File: config.mk
export PLATFORM = sky130hd
export DESIGN_NAME = pe_feed_ctrl
export DESIGN_NICKNAME = d
export VERILOG_FILES = /design/src/rtl/pe_feed_ctrl.sv
export SDC_FILE = /design/constraint.sdc
export NUM_CORES = 1
export LEC_CHECK = 0
export ABC_AREA = 1
export BUFFER_PORTS_ARGS = -buffer_cell sky130_fd_sc_hd__clkbuf_2
export CAP_MARGIN = 25
export CELL_PAD_IN_SITES_DETAIL_PLACEMENT = 0
export CELL_PAD_IN_SITES_GLOBAL_PLACEMENT = 1
export CORE_MARGIN = 5
export CORE_UTILIZATION = 39
export CTS_CLUSTER_SIZE = 40
export DETAILED_ROUTE_END_ITERATION = 10
export GPL_TIMING_DRIVEN = 0
export PLACE_DENSITY = 0.85
export SYNTH_ARGS = -nofsm -noshare
export SYNTH_HDL_FRONTEND = slang
export SYNTH_SLANG_ARGS = --single-unit
File: constraint.sdc
create_clock -name clk -period 4 [get_ports clk]
set_clock_uncertainty 0.15 [all_clocks]
set_input_delay 0.8 -clock clk [delete_from_list [all_inputs] [get_ports clk]]
set_output_delay 0.8 -clock clk [all_outputs]
set_load 0.01 [all_outputs]
File: src/rtl/pe_feed_ctrl.sv
// pe_feed_ctrl: tile sequencer for the PE accumulate array.
// For each tile it streams K_STEPS weight-column reads and K_STEPS vector
// reads, then drives alu_start/cycle_num so that they line up with the SRAM
// read data (1-cycle latency) arriving at the PE. Every output is a flop.
module pe_feed_ctrl #(
  parameter int K_STEPS = 32,
  parameter int ADDR_W  = 10,
  parameter int TILE_W  = 8
) (
  input  logic              clk,
  input  logic              srstn,
  input  logic              start,
  input  logic              abort,
  input  logic [TILE_W-1:0] num_tiles,
  input  logic [ADDR_W-1:0] w_base,
  input  logic [ADDR_W-1:0] v_base,
  input  logic [ADDR_W-1:0] w_stride,
  input  logic [ADDR_W-1:0] v_stride,
  output logic              busy,
  output logic              tile_done,
  output logic              done,
  output logic [TILE_W-1:0] tile_idx,
  output logic              sram_ren_w,
  output logic [ADDR_W-1:0] sram_raddr_w,
  output logic              sram_ren_v,
  output logic [ADDR_W-1:0] sram_raddr_v,
  output logic              alu_start,
  output logic [8:0]        cycle_num
);

  // In-tile cycle counter: c0..c(K+1) are spent in RUN, c(K+2) is TDONE.
  localparam logic [8:0] CNT_K    = 9'(K_STEPS);
  localparam logic [8:0] CNT_LAST = 9'(K_STEPS + 1);
  localparam logic [8:0] PRIME_CN = 9'h1FF;

  typedef enum logic [1:0] {
    S_IDLE  = 2'd0,
    S_RUN   = 2'd1,
    S_TDONE = 2'd2,
    S_FIN   = 2'd3
  } state_t;

  state_t            state_q, state_d;
  logic [8:0]        cnt_q, cnt_d;
  logic [TILE_W-1:0] tile_idx_q, tile_idx_d;

  // Job parameters captured at accept; pure data, no reset needed.
  logic [TILE_W-1:0] num_tiles_q, num_tiles_d;
  logic [ADDR_W-1:0] w_stride_q, w_stride_d;
  logic [ADDR_W-1:0] v_stride_q, v_stride_d;
  logic [ADDR_W-1:0] w_tile_q, w_tile_d;   // w_base + t*w_stride
  logic [ADDR_W-1:0] v_tile_q, v_tile_d;   // v_base + t*v_stride

  logic              busy_q, busy_d;
  logic              tile_done_q, tile_done_d;
  logic              done_q, done_d;
  logic              ren_w_q, ren_w_d;
  logic [ADDR_W-1:0] raddr_w_q, raddr_w_d;
  logic              ren_v_q, ren_v_d;
  logic [ADDR_W-1:0] raddr_v_q, raddr_v_d;
  logic              alu_start_q, alu_start_d;
  logic [8:0]        cycle_num_q, cycle_num_d;

  logic              more_tiles;

  // Widened by one bit so num_tiles at its maximum value cannot overflow.
  assign more_tiles = ({1'b0, tile_idx_q} + (TILE_W + 1)'(1)) < {1'b0, num_tiles_q};

  // Next-state logic; outputs for the upcoming cycle are derived from the
  // chosen next state and in-tile count so they come straight out of flops.
  always_comb begin
    state_d     = state_q;
    cnt_d       = cnt_q;
    tile_idx_d  = tile_idx_q;
    num_tiles_d = num_tiles_q;
    w_stride_d  = w_stride_q;
    v_stride_d  = v_stride_q;
    w_tile_d    = w_tile_q;
    v_tile_d    = v_tile_q;
    busy_d      = busy_q;
    tile_done_d = 1'b0;
    done_d      = 1'b0;
    ren_w_d     = 1'b0;
    raddr_w_d   = raddr_w_q;
    ren_v_d     = 1'b0;
    raddr_v_d   = raddr_v_q;
    alu_start_d = 1'b0;
    cycle_num_d = 9'd0;

    unique case (state_q)
      S_IDLE: begin
        busy_d     = 1'b0;
        tile_idx_d = '0;
        // abort is deliberately not looked at here: it only cancels live jobs.
        if (start) begin
          num_tiles_d = num_tiles;
          w_stride_d  = w_stride;
          v_stride_d  = v_stride;
          w_tile_d    = w_base;
          v_tile_d    = v_base;
          cnt_d       = 9'd0;
          if (num_tiles == '0) begin
            done_d = 1'b1;
          end else begin
            state_d = S_RUN;
            busy_d  = 1'b1;
          end
        end
      end

      S_RUN: begin
        if (abort) begin
          state_d    = S_IDLE;
          busy_d     = 1'b0;
          tile_idx_d = '0;
          cnt_d      = 9'd0;
          raddr_w_d  = '0;
          raddr_v_d  = '0;
        end else if (cnt_q == CNT_LAST) begin
          state_d     = S_TDONE;
          tile_done_d = 1'b1;
          cnt_d       = 9'd0;
        end else begin
          cnt_d = cnt_q + 9'd1;
        end
      end

      S_TDONE: begin
        if (abort) begin
          state_d    = S_IDLE;
          busy_d     = 1'b0;
          tile_idx_d = '0;
          raddr_w_d  = '0;
          raddr_v_d  = '0;
        end else if (more_tiles) begin
          state_d    = S_RUN;
          cnt_d      = 9'd0;
          tile_idx_d = tile_idx_q + TILE_W'(1);
          w_tile_d   = w_tile_q + w_stride_q;
          v_tile_d   = v_tile_q + v_stride_q;
        end else begin
          state_d = S_FIN;
          done_d  = 1'b1;
        end
      end

      S_FIN: begin
        state_d    = S_IDLE;
        busy_d     = 1'b0;
        tile_idx_d = '0;
        if (abort) begin
          raddr_w_d = '0;
          raddr_v_d = '0;
        end
      end

      default: begin
        state_d    = S_IDLE;
        busy_d     = 1'b0;
        tile_idx_d = '0;
      end
    endcase

    // Tile timeline: weights read at c0..c(K-1), vectors at c1..cK (one
    // behind so data pairs up at the PE), PE enabled c1..c(K+1) with c1 as
    // the priming step that only loads weight 0.
    if (state_d == S_RUN) begin
      ren_w_d = (cnt_d < CNT_K);
      if (ren_w_d) begin
        raddr_w_d = w_tile_d + ADDR_W'(cnt_d);
      end
      ren_v_d = (cnt_d >= 9'd1) && (cnt_d <= CNT_K);
      if (ren_v_d) begin
        raddr_v_d = v_tile_d + ADDR_W'(cnt_d - 9'd1);
      end
      alu_start_d = (cnt_d >= 9'd1) && (cnt_d <= CNT_LAST);
      if (cnt_d == 9'd1) begin
        cycle_num_d = PRIME_CN;
      end else if (alu_start_d) begin
        cycle_num_d = cnt_d - 9'd2;
      end
    end
  end

  // Control state and registered outputs, cleared asynchronously.
  always_ff @(posedge clk or negedge srstn) begin
    if (!srstn) begin
      state_q     <= S_IDLE;
      cnt_q       <= 9'd0;
      tile_idx_q  <= '0;
      busy_q      <= 1'b0;
      tile_done_q <= 1'b0;
      done_q      <= 1'b0;
      ren_w_q     <= 1'b0;
      raddr_w_q   <= '0;
      ren_v_q     <= 1'b0;
      raddr_v_q   <= '0;
      alu_start_q <= 1'b0;
      cycle_num_q <= 9'd0;
    end else begin
      state_q     <= state_d;
      cnt_q       <= cnt_d;
      tile_idx_q  <= tile_idx_d;
      busy_q      <= busy_d;
      tile_done_q <= tile_done_d;
      done_q      <= done_d;
      ren_w_q     <= ren_w_d;
      raddr_w_q   <= raddr_w_d;
      ren_v_q     <= ren_v_d;
      raddr_v_q   <= raddr_v_d;
      alu_start_q <= alu_start_d;
      cycle_num_q <= cycle_num_d;
    end
  end

  // Job parameters and per-tile base addresses; only read while busy.
  always_ff @(posedge clk) begin
    num_tiles_q <= num_tiles_d;
    w_stride_q  <= w_stride_d;
    v_stride_q  <= v_stride_d;
    w_tile_q    <= w_tile_d;
    v_tile_q    <= v_tile_d;
  end

  assign busy         = busy_q;
  assign tile_done    = tile_done_q;
  assign done         = done_q;
  assign tile_idx     = tile_idx_q;
  assign sram_ren_w   = ren_w_q;
  assign sram_raddr_w = raddr_w_q;
  assign sram_ren_v   = ren_v_q;
  assign sram_raddr_v = raddr_v_q;
  assign alu_start    = alu_start_q;
  assign cycle_num    = cycle_num_q;

endmodule

==> results of run 1 <==
## worst reg2reg max path, cell delays in order (launching register included)
cell       delay (ns)
dfrtp_1          0.42
nand3_1          0.13
nor2_2           0.14
nand3_1          0.13
xor2_2           0.18
ha_1             0.30
and3_1           0.20
nand2_2          0.13
nand3_4          0.11
nand2_4          0.12
nand2_4          0.08
clkbuf_16        0.16
a221oi_4         0.32
ha_1             0.30
inv_2            0.07
ha_4             0.21
a21oi_2          0.12
nand2_1          0.09
a21o_1           0.21
a21oi_2          0.18
o21ai_1          0.08
a21oi_1          0.17
xor2_1           0.18
nand3_1          0.11
nand2_1          0.07
inv_1            0.04
## placed cells by master, fill, tap and decap left out, drive strengths merged, types with 4 or more instances in the layout
cell	netlist	final
or2	4	4
a31oi	5	5
edfxtp	28	28
dfxtp	20	20
buf	4	47
ha	57	57
xnor2	10	10
nor2	50	50
o22ai	6	6
a21oi	31	31
nand2	200	200
inv	130	130
clkbuf	4	111
fa	4	4
a221oi	4	4
o21ai	32	32
o211ai	7	7
xor2	19	19
nor3	4	4
nand4	17	17
clkinv	2	4
a21o	4	4
nand3	59	59
dfrtp	54	54
o21bai	4	4
## timing repair
action / CTS / global route
gates cloned: 0 / 0
pin swaps: 21 / 35
setup buffers: 30 / 15
gates resized for setup: 36 / 54
endpoints found under the setup margin: 14 / 20
## power by group
group          leakage [nW]  internal, mW  switching [mW]
logic                  2.95          1.69            2.13
clock network         0.147         0.497           0.400
registers              1.14          1.41           0.180
## cell type report
cell class | count | area [um^2]
sequential | 102 | 2600
clock inverter | 3 | 25.0
timing repair buffer | 137 | 873
inverter | 132 | 503
buffer | 8 | 82.6
tap | 216 | 270
clock buffer | 13 | 282
fill | 1569 | 7710
multi-input combinational | 536 | 3660
## sequential cells by signal, summed over array words and instances, names as in the netlist
signal	flops
sram_raddr_v	10
sram_raddr_w	10
v_stride_q	10
v_tile_q	10
w_stride_q	10
w_tile_q	10
cnt_q	9
cycle_num	9
num_tiles_q	8
tile_idx	8
state_q	2
alu_start	1
busy	1
done	1
sram_ren_v	1
sram_ren_w	1
tile_done	1
## layer usage
metal / wire [um] / share of wire / vias to the layer above
met1: 7390 / 0.44 / 2583
met3: 736 / 0.044 / 15
met2: 8250 / 0.50 / 115
met4: 223 / 0.013 / 0
li1: - / - / 2862
met5: 0 / 0 / -
## kinds of logic (layout without fill, tap and decap cells)
| group | after synthesis | in the layout |
|---|---|---|
| flip-flops | 102 | 102 |
| AO/OA/AOI/OAI | 107 | 107 |
| adder cells (fa/ha/maj) | 61 | 61 |
| XOR/XNOR | 29 | 29 |
| AND/OR/NAND/NOR | 339 | 339 |
| buffers and inverters | 140 | 293 |
## Yosys cell counts, types with 3 or more instances
master      n
a21o_1      4
a21oi_1    30
a221oi_1    4
a31oi_1     5
buf_2       3
clkbuf_1    4
dfrtp_1    54
dfxtp_1    20
edfxtp_1   28
fa_1        4
ha_1       57
inv_1     118
inv_2      11
nand2_1   186
nand2_2     7
nand2_4     7
nand3_1    55
nand3_2     3
nand3b_1    3
nand4_1    17
nor2_1     44
nor2_2      3
nor3_1      4
o211ai_1    7
o21ai_0    29
o21bai_1    4
o221ai_1    3
o22ai_1     6
or2_2       4
xnor2_1    10
xor2_1     19
## metrics by stage
step	hold slack [ns]	setup TNS, ns	power, mW	instances
finish	0.351	-2.95	6.30	1147
global route	0.387	-5.94	6.83	1147
CTS	0.359	-1.80	5.87	1133
detailed placement	0.344	-6.88	4.63	1088
global placement	0.335	-6.73	4.59	1088
floorplan	0.296	-0.154	3.80	778
## final timing paths
path                                            from  slack, ns                         to
setup reg to reg             tile_idx[1]$_DFFE_PN0P_      -0.52  sram_raddr_v[8]$_DFF_PN0_
setup / recovery             tile_idx[1]$_DFFE_PN0P_      -0.52  sram_raddr_v[8]$_DFF_PN0_
max in group asynchronous                      srstn       2.77    tile_idx[0]$_DFFE_PN0P_
hold reg to reg            sram_raddr_v[3]$_DFF_PN0_       0.35  sram_raddr_v[3]$_DFF_PN0_
min in group asynchronous                      srstn       0.39     cycle_num[8]$_DFF_PN0_
hold / removal             sram_raddr_v[3]$_DFF_PN0_       0.35  sram_raddr_v[3]$_DFF_PN0_
==> metrics.yaml, run 1 <==
outcome:
  status: "complete, but fails checks"
  violations: "negative setup slack"
placed_design:
  place.gp.congestion: 0.893
  port_buffers: 94
  place_ws_ns: -0.867
  placed_area_um2: 7230
  dpl.hpwl_um: 12500
grt:
  overflow: 0
  grtUsageMet3: 0.0317
  antenna_found_initial: 0
  grt_use_met1: 0.224
  grt_max_degree: 55
  grt_pass1_wl_um: 27000
  track_usage: 0.172
  first_global_vias: 5465
  use_met2: 0.297
  busiest_layer: "met2"
worst_setup_path:
  worstPathArrival_ns: 4.62
  path_max_fanout: 4
  critPathTopFamily: "simple AND/OR/NAND/NOR gates"
  crit_slowest_cell: "dfrtp_1"
  r2r_cells: 25
  cp_data_required_time_ns: 4.10
  cp-end-kind: "flop"
  cp-start-kind: "flop"
  critical_path.max_stage_delay_ns: 0.42
  critical_path_class: "flop to flop"
  path_buf_inv: 3
  worst_path_most_repeated_cell: "nand3_1"
  path_depth: 25
finish:
  drive_above_1_share: 0.285
  num_antenna_cells: 0
  syn_to_final_growth_pct: 29.3
  utilization: 0.518
  finalNetCount: 1039
  postLayoutCellArea_um2: 8290
yosys:
  syn_area_per_cell_um2: 8.24
  synth_fp_nets: 891
  synth_seq_cells: 102
  ys_warn_count: 0
  synth_top_family_by_area: "simple AND/OR/NAND/NOR gates"
  synth_top_area_frac: 0.211
  yosys_most_used_dff: "dfrtp_1"
  synth-adder-area-share: 0.124
  synth.distinct_cells: 48
  ys_seq_area_frac: 0.404
  yosys.area_share.simple: 0.244
  syn_inst: 778
  synthTopCellsByArea: "dfrtp_1 (21%), edfxtp_1 (13%), ha_1 (11%)"
  synth-async-reset-ratio: 0.529
  synth-xor-area-share: 0.0396
  yosysTopAreaCell: "dfrtp_1"
  synth_edf_count: 28
  muxShareOfSynthArea: 0
  netlist_area_um2: 6410
  synth_compound_area_frac: 0.104
worst_hold_path:
  min_path_cells: 2
  hold_path_class: "flop to flop"
timing:
  drv_slew: 0
  maxSlewHeadroom: 0.447
  worstMarginPinSlew_ns: 0.819
  hold_violations: 0
  finalWorstSetupSlack_ns: -0.520
  fmax_ghz: 0.221
  fin_crit_ns: 4.52
  finalSetupViolCount: 11
  rsz0062_at_grt: "yes"
  post-route-period-util: 1.13
cts:
  cts_made_buffers: 9
  cts_tree: "done"
  clock_sinks: 102
  postCtsHoldBufs: 0
  clk_pin_slew_ns: 0.07
  cts_buffer_depth: 2
  root_buffer: "clkbuf_16"
  htreeDepth: 3
  clk_latency_ns: 0.36
floorplan:
  die_w_um: 138
  std_cell_rows: 46
  io_pins: 95
  die_h_um: 138
  fp.dieArea_um2: 19100
  start_util: 0.401
  coreArea_um2: 16000
detailed_routing:
  routed_wl_um: 16600
  drc: 0
  dr.pass1.iters: 5
  wl_per_cell_um: 14.5
  num_vias: 5575
  via_per_inst: 4.86
  drtAntennaViolNets: 0
  drt-initial-drc-count: 359
pwr:
  leakagePower_nw: 4.23
  powerDensity_nw_per_um2: 760
  ir_drop_mv: 0.346
run:
  cap_violations: 0
No activity file was read; power rests on OpenSTA's default activity.
==> run 2, diff against run 1 <==
--- a/config.mk
+++ b/config.mk
@@ -16,6 +16,7 @@
 export DETAILED_ROUTE_END_ITERATION = 10
 export GPL_TIMING_DRIVEN = 0
 export PLACE_DENSITY = 0.85
+export SETUP_SLACK_MARGIN = 0.1
 export SYNTH_ARGS = -nofsm -noshare
 export SYNTH_HDL_FRONTEND = slang
 export SYNTH_SLANG_ARGS = --single-unit
==> run 2 against run 1 <==
Effect of this change: the flow still finishes with violations (negative setup slack); combinational power decreased by 3%; sequential share of layout area about the same; via count decreased by 0.13%; global-route usage increased by 0.058 points; design area about the same; sequential power about the same; maximum frequency increased by 3.1%; clock power decreased by 1%; die area unchanged; critical path type unchanged.
==> metrics.yaml, run 2 (synthesis results as in run 1) <==
outcome:
  status: "complete, but fails checks"
  violations: "negative setup slack"
timing:
  rsz0062_at_grt: "yes"
  hold_violations: 0
  maxSlewHeadroom: 0.471
  fin_crit_ns: 4.38
  finalWorstSetupSlack_ns: -0.384
  tns_ns: -2.48
  drv_slew: 0
  worstMarginPinSlew_ns: 0.793
  post-route-period-util: 1.10
  finalSetupViolCount: 12
  fmax_ghz: 0.228
worst_setup_path:
  setup.worst_path.end: "sram_raddr_v[8]$_DFF_PN0_"
  rrSetupSlack_ns: -0.38
  r2r_end: "sram_raddr_v[8]$_DFF_PN0_"
  cp-end-kind: "flop"
  path_max_fanout: 5
  critical_path.max_stage_delay_ns: 0.42
  critical_path_class: "flop to flop"
  rr_startpoint: "tile_idx[4]$_DFFE_PN0P_"
  r2r_cells: 29
  worst_path_most_repeated_cell: "nand2_2"
  cp_data_required_time_ns: 4.10
  crit_slowest_cell: "dfrtp_2"
  crit_path_start: "tile_idx[4]$_DFFE_PN0P_"
  cp-start-kind: "flop"
  worstPathArrival_ns: 4.49
worst_hold_path:
  hold_path_class: "flop to flop"
cts:
  cts_tree: "done"
  cts_made_buffers: 9
  htreeDepth: 3
  root_buffer: "clkbuf_16"
  clock_sinks: 102
  clk_pin_slew_ns: 0.08
  postCtsHoldBufs: 0
  cts_buffer_depth: 2
  clk_latency_ns: 0.37
grt:
  antenna_found_initial: 0
  grt_pass1_wl_um: 26700
  overflow: 0
  first_global_vias: 5420
  track_usage: 0.173
  grt_max_degree: 55
finish:
  multi_input_area_um2: 3720
  syn_to_final_growth_pct: 29.2
  fillers: 1545
  drive_above_1_share: 0.296
  finalNetCount: 1036
  utilization: 0.518
  layout_commonest_cell: "nand2_1"
  seq_area_um2: 2600
  stdcell_count: 1144
  num_antenna_cells: 0
  layout_common_cells: "nand2_1 (170), inv_1 (109), clkbuf_2 (94)"
floorplan:
  die_h_um: 138
  std_cell_rows: 46
  start_util: 0.401
  io_pins: 95
  die_w_um: 138
  fp.dieArea_um2: 19100
  coreArea_um2: 16000
pwr:
  leakagePower_nw: 4.20
  ir_drop_mv: 0.317
  powerDensity_nw_per_um2: 745
detailed_routing:
  drtAntennaViolNets: 0
  dr.pass1.iters: 5
  drt-initial-drc-count: 293
  drc: 0
  routed_wl_um: 16800
  num_vias: 5568
  wl_per_cell_um: 14.7
  via_per_inst: 4.87
run:
  cap_violations: 0
placed_design:
  dpl.hpwl_um: 12300
  dp_cells: 1088
  port_buffers: 94
  place.gp.congestion: 0.885
## run 2: how the worst min path moves through the flow
stage / cells after the start / from / slack [ns] / end
final: 2 / sram_raddr_v[0]$_DFF_PN0_ / 0.35 / sram_raddr_v[0]$_DFF_PN0_
after global routing: 2 / sram_raddr_v[7]$_DFF_PN0_ / 0.38 / sram_raddr_v[7]$_DFF_PN0_
after CTS: 2 / sram_raddr_v[0]$_DFF_PN0_ / 0.36 / sram_raddr_v[0]$_DFF_PN0_
after detailed placement: 2 / sram_raddr_v[5]$_DFF_PN0_ / 0.34 / sram_raddr_v[5]$_DFF_PN0_
after global placement: 2 / sram_raddr_v[0]$_DFF_PN0_ / 0.34 / sram_raddr_v[0]$_DFF_PN0_
after floorplan: 2 / v_tile_q[3]$_DFF_P_ / 0.30 / v_tile_q[3]$_DFF_P_
## run 2: layout make-up
cell class	instances	area share
Clock inverter	6	0.00529
Tap cell	216	0.0326
Sequential cell	102	0.314
Clock buffer	10	0.0302
Timing Repair Buffer	134	0.0979
Multi-Input combinational cell	536	0.450
Inverter	132	0.0610
Buffer	8	0.00967
## run 2: critical path, delay by kind of cell (launching register included)
family / cells / cell delay (ns)
and+or+nand+nor: 13 / 1.11
AOI/OAI and AO/OA: 6 / 0.98
adders and majority gates: 3 / 0.74
buffers and inverters: 5 / 0.45
DFF: 1 / 0.42
xor gates and xnor gates: 2 / 0.39
## run 2: metal layers
layer	routed length, um	track usage	share of wire
met1	7450	0.223	0.44
met2	8220	0.284	0.49
met3	773	0.0469	0.046
met4	388	0.0541	0.023
met5	0	0	0
## run 2: power by group
part / leakage, nW / internal, mW / switching (mW)
Clock: 0.140 / 0.462 / 0.425
Combinational: 2.93 / 1.59 / 2.10
Sequential: 1.14 / 1.41 / 0.184
Total: 4.20 / 3.46 / 2.71
## run 2: through the flow
step | total power [mW] | worst slack, ns | area, um^2 | hold WS (ns)
6_report | 6.17 | -0.384 | 8280 | 0.353
5_1_grt | 6.73 | -0.678 | 8280 | 0.384
4_1_cts | 5.89 | -0.407 | 7940 | 0.356
3_5_place_dp | 4.60 | -0.904 | 7230 | 0.340
3_3_place_gp | 4.58 | -0.944 | 7230 | 0.335
2_1_floorplan | 3.80 | -0.106 | 6490 | 0.296
## run 2: what timing repair did
action                                  in CTS  in global routing
buffers inserted                            32                 14
resized for setup                           44                 63
pin swaps                                   28                 51
endpoints found under the setup margin      16                 26
==> run 3, diff against run 2 <==
--- a/config.mk
+++ b/config.mk
@@ -5,18 +5,18 @@
 export SDC_FILE = /design/constraint.sdc
 export NUM_CORES = 1
 export LEC_CHECK = 0
-export ABC_AREA = 1
 export BUFFER_PORTS_ARGS = -buffer_cell sky130_fd_sc_hd__clkbuf_2
 export CAP_MARGIN = 25
 export CELL_PAD_IN_SITES_DETAIL_PLACEMENT = 0
 export CELL_PAD_IN_SITES_GLOBAL_PLACEMENT = 1
 export CORE_MARGIN = 5
-export CORE_UTILIZATION = 39
+export CORE_UTILIZATION = 40
 export CTS_CLUSTER_SIZE = 40
 export DETAILED_ROUTE_END_ITERATION = 10
 export GPL_TIMING_DRIVEN = 0
 export PLACE_DENSITY = 0.85
 export SETUP_SLACK_MARGIN = 0.1
+export SLEW_MARGIN = 20
 export SYNTH_ARGS = -nofsm -noshare
 export SYNTH_HDL_FRONTEND = slang
 export SYNTH_SLANG_ARGS = --single-unit
==> run 3 against run 2 <==
Effect of this change: the flow still finishes with violations (negative setup slack); global-route usage up 2.2 points; sequential power about the same; power up 0.87%; count of clock-buffer cells in the layout up 1; synthesized cell count down 19%; critical path type unchanged; largest cell class unchanged; maximum frequency down 10%; critical path depth down 2.
==> metrics.yaml, run 3 <==
yosys:
  synth.distinct_cells: 65
  yosysTopAreaCell: "dfrtp_1"
  netlist_area_um2: 6160
  synthTopCellsByArea: "dfrtp_1 (22%), edfxtp_1 (14%), ha_1 (12%)"
  synth_top_area_frac: 0.219
  synth-xor-area-share: 0.0583
  ys_top_cells_by_count: "inv_1 (72), ha_1 (57), dfrtp_1 (54), nand2_1 (54), nor2_1 (35)"
  synth_fp_nets: 744
  yosysMostFrequentCell: "inv_1"
  synth_top_family_by_area: "compound AO/OA/AOI/OAI gates"
  muxShareOfSynthArea: 0.0315
  syn_area_per_cell_um2: 9.77
  synth-async-reset-ratio: 0.529
  ys_warn_count: 0
  synth_compound_area_frac: 0.165
  synth_seq_cells: 102
  syn_inst: 631
  yosys.area_share.simple: 0.136
  yosys_most_used_dff: "dfrtp_1"
  ys_seq_area_frac: 0.421
  synth-adder-area-share: 0.132
  synth_edf_count: 28
pwr:
  p_clk_frac: 0.149
  p_sw_frac: 0.408
  internal-power_mw: 3.69
  p_seq_frac: 0.255
  p_total_mw: 6.22
  powerDensity_nw_per_um2: 756
  leakagePower_nw: 3.99
  combPwrFrac: 0.596
  ir_drop_mv: 0.462
  netSwitchingPower_mw: 2.54
grt:
  overflow: 0
  track_usage: 0.195
  grt_max_degree: 55
  grt_pass1_wl_um: 27800
  first_global_vias: 5568
  antenna_found_initial: 0
detailed_routing:
  drtAntennaViolNets: 0
  num_vias: 5504
  wl_met1_um: 7170
  dr.pass1.iters: 7
  drc: 0
  wl_met2_um: 9190
  routed_wl_um: 17900
  via_per_inst: 5.54
  wl_met3_um: 925
  top_layer: "met4"
  wl_per_cell_um: 18.0
  drt-initial-drc-count: 323
finish:
  drive_above_1_share: 0.332
  seq_area_um2: 2600
  syn_to_final_growth_pct: 33.4
  multi_input_area_um2: 3680
  num_antenna_cells: 0
  stdcell_count: 993
  finalNetCount: 913
  layout_commonest_cell: "clkbuf_2"
  layout_common_cells: "clkbuf_2 (96), inv_1 (66), nand2_1 (52)"
  fillers: 1270
floorplan:
  die_w_um: 134
  std_cell_rows: 45
  start_util: 0.407
  die_h_um: 134
  fp.dieArea_um2: 18000
  io_pins: 95
  coreArea_um2: 15100
cts:
  clk_pin_slew_ns: 0.07
  root_buffer: "clkbuf_16"
  clock_sinks: 102
  cts_made_buffers: 9
  clk_latency_ns: 0.36
  cts_tree: "done"
  cts_buffer_depth: 2
  htreeDepth: 3
worst_setup_path:
  cp-start-kind: "flop"
  cp-end-kind: "flop"
  critical_path_class: "flop to flop"
  rrSetupSlack_ns: -0.89
  path_max_fanout: 3
  worstPathArrival_ns: 4.97
  cp_data_required_time_ns: 4.09
run:
  cap_violations: 0
timing:
  fmax_ghz: 0.205
  worstMarginPinSlew_ns: 0.772
  hold_violations: 0
  fin_crit_ns: 4.89
  post-route-period-util: 1.22
  drv_slew: 0
  finalWorstSetupSlack_ns: -0.888
  finalSetupViolCount: 27
  tns_ns: -12.22
  maxSlewHeadroom: 0.485
  rsz0062_at_grt: "yes"
placed_design:
  place.gp.congestion: 0.867
  port_buffers: 94
  dp_cells: 914
  dpl.hpwl_um: 12600
worst_hold_path:
  hold_path_class: "flop to flop"
outcome:
  status: "complete, but fails checks"
  violations: "negative setup slack"
-- run 3: cell types whose count changed in the layout (fill, tap and decap cells not counted), sizes merged, moves of 9 or more --
cell	delta
nor3	+10
xnor2	+21
clkbuf	+12
inv	-58
nand2b	+11
nand2	-145
mux2i	+16
xor2	-9
a222oi	+15
buf	+22
nand3	-40
nand4	-13
nor2	-15
-- run 3: power by group through the flow --
stage                     Combinational, mW  Clock, mW  Sequential [mW]
after floorplan                        1.97          0             1.61
after global placement                 2.65          0             1.59
after detailed placement               2.77          0             1.60
after CTS                              3.37      0.942             1.58
after global routing                   4.04      0.989             1.62
final                                  3.71      0.928             1.59
-- run 3: worst paths after layout --
kind / from / cells after the start / end
max: tile_idx[2]$_DFFE_PN0P_ / 27 / sram_raddr_v[9]$_DFF_PN0_
min: sram_raddr_w[3]$_DFF_PN0_ / 2 / sram_raddr_w[3]$_DFF_PN0_
max reg2reg: tile_idx[2]$_DFFE_PN0P_ / 27 / sram_raddr_v[9]$_DFF_PN0_
min reg2reg: sram_raddr_w[3]$_DFF_PN0_ / 2 / sram_raddr_w[3]$_DFF_PN0_
max in group asynchronous: srstn / 1 / tile_idx[1]$_DFFE_PN0P_
min in group asynchronous: srstn / 1 / tile_idx[3]$_DFFE_PN0P_
-- run 3: metrics by stage --
step	worst slack (ns)	hold WS, ns	util	cell area, um^2
global placement	-1.57	0.360	0.457	6910
global route	-1.09	0.382	0.543	8220
detailed placement	-1.72	0.366	0.459	6950
CTS	-0.856	0.376	0.525	7950
finish	-0.888	0.373	0.543	8220
floorplan	-0.920	0.314	-	6210
-- run 3: cell families (layout without fill, tap and decap cells) --
group / Yosys count / in the layout
AOI/OAI and AO/OA: 145 / 146
xor gates and xnor gates: 41 / 41
adders and majority gates: 63 / 63
buffers and inverters: 92 / 265
DFF: 102 / 102
muxes: 19 / 19
and+or+nand+nor: 169 / 169
-- run 3: metal layers --
metal / track usage / vias up
li1: - / 2613
met2: 0.346 / 182
met1: 0.233 / 2666
met3: 0.0375 / 43
met5: 0 / -
met4: 0.0758 / 0
-- run 3: what timing repair did --
item | in CTS | in global routing
hold buffers | 0 | 0
buffers inserted | 44 | 18
cloned | 2 | 0
endpoints found under the setup margin | 33 | 32
pin swaps | 56 | 42
gates resized for setup | 68 | 35
-- run 3: critical path, cell delays in order (launching register included) --
cell and delay (ns):
dfrtp_2 0.37, and3_4 0.20, and3_4 0.21, nand3_4 0.09, xnor2_4 0.15, ha_4 0.28, a21oi_2 0.16, nand2_2 0.09
a311o_4 0.33, nor3_4 0.19, o21ai_4 0.09, buf_4 0.16, buf_12 0.12, buf_6 0.10, a222oi_1 0.30, buf_4 0.20
ha_4 0.20, inv_4 0.05, ha_4 0.20, nor2b_4 0.13, o21ai_4 0.15, a21oi_2 0.10, o21ai_2 0.14, nand2b_1 0.08
a21oi_2 0.14, xnor2_1 0.14, xnor2_1 0.15, mux2i_1 0.09
-- run 3: cell type report --
cell class | instances | share of cell area
Sequential cell | 102 | 0.316
Buffer | 18 | 0.0128
Timing Repair Buffer | 157 | 0.124
Clock buffer | 11 | 0.0307
Tap cell | 188 | 0.0286
Inverter | 74 | 0.0344
Clock inverter | 5 | 0.00685
Multi-Input combinational cell | 438 | 0.447
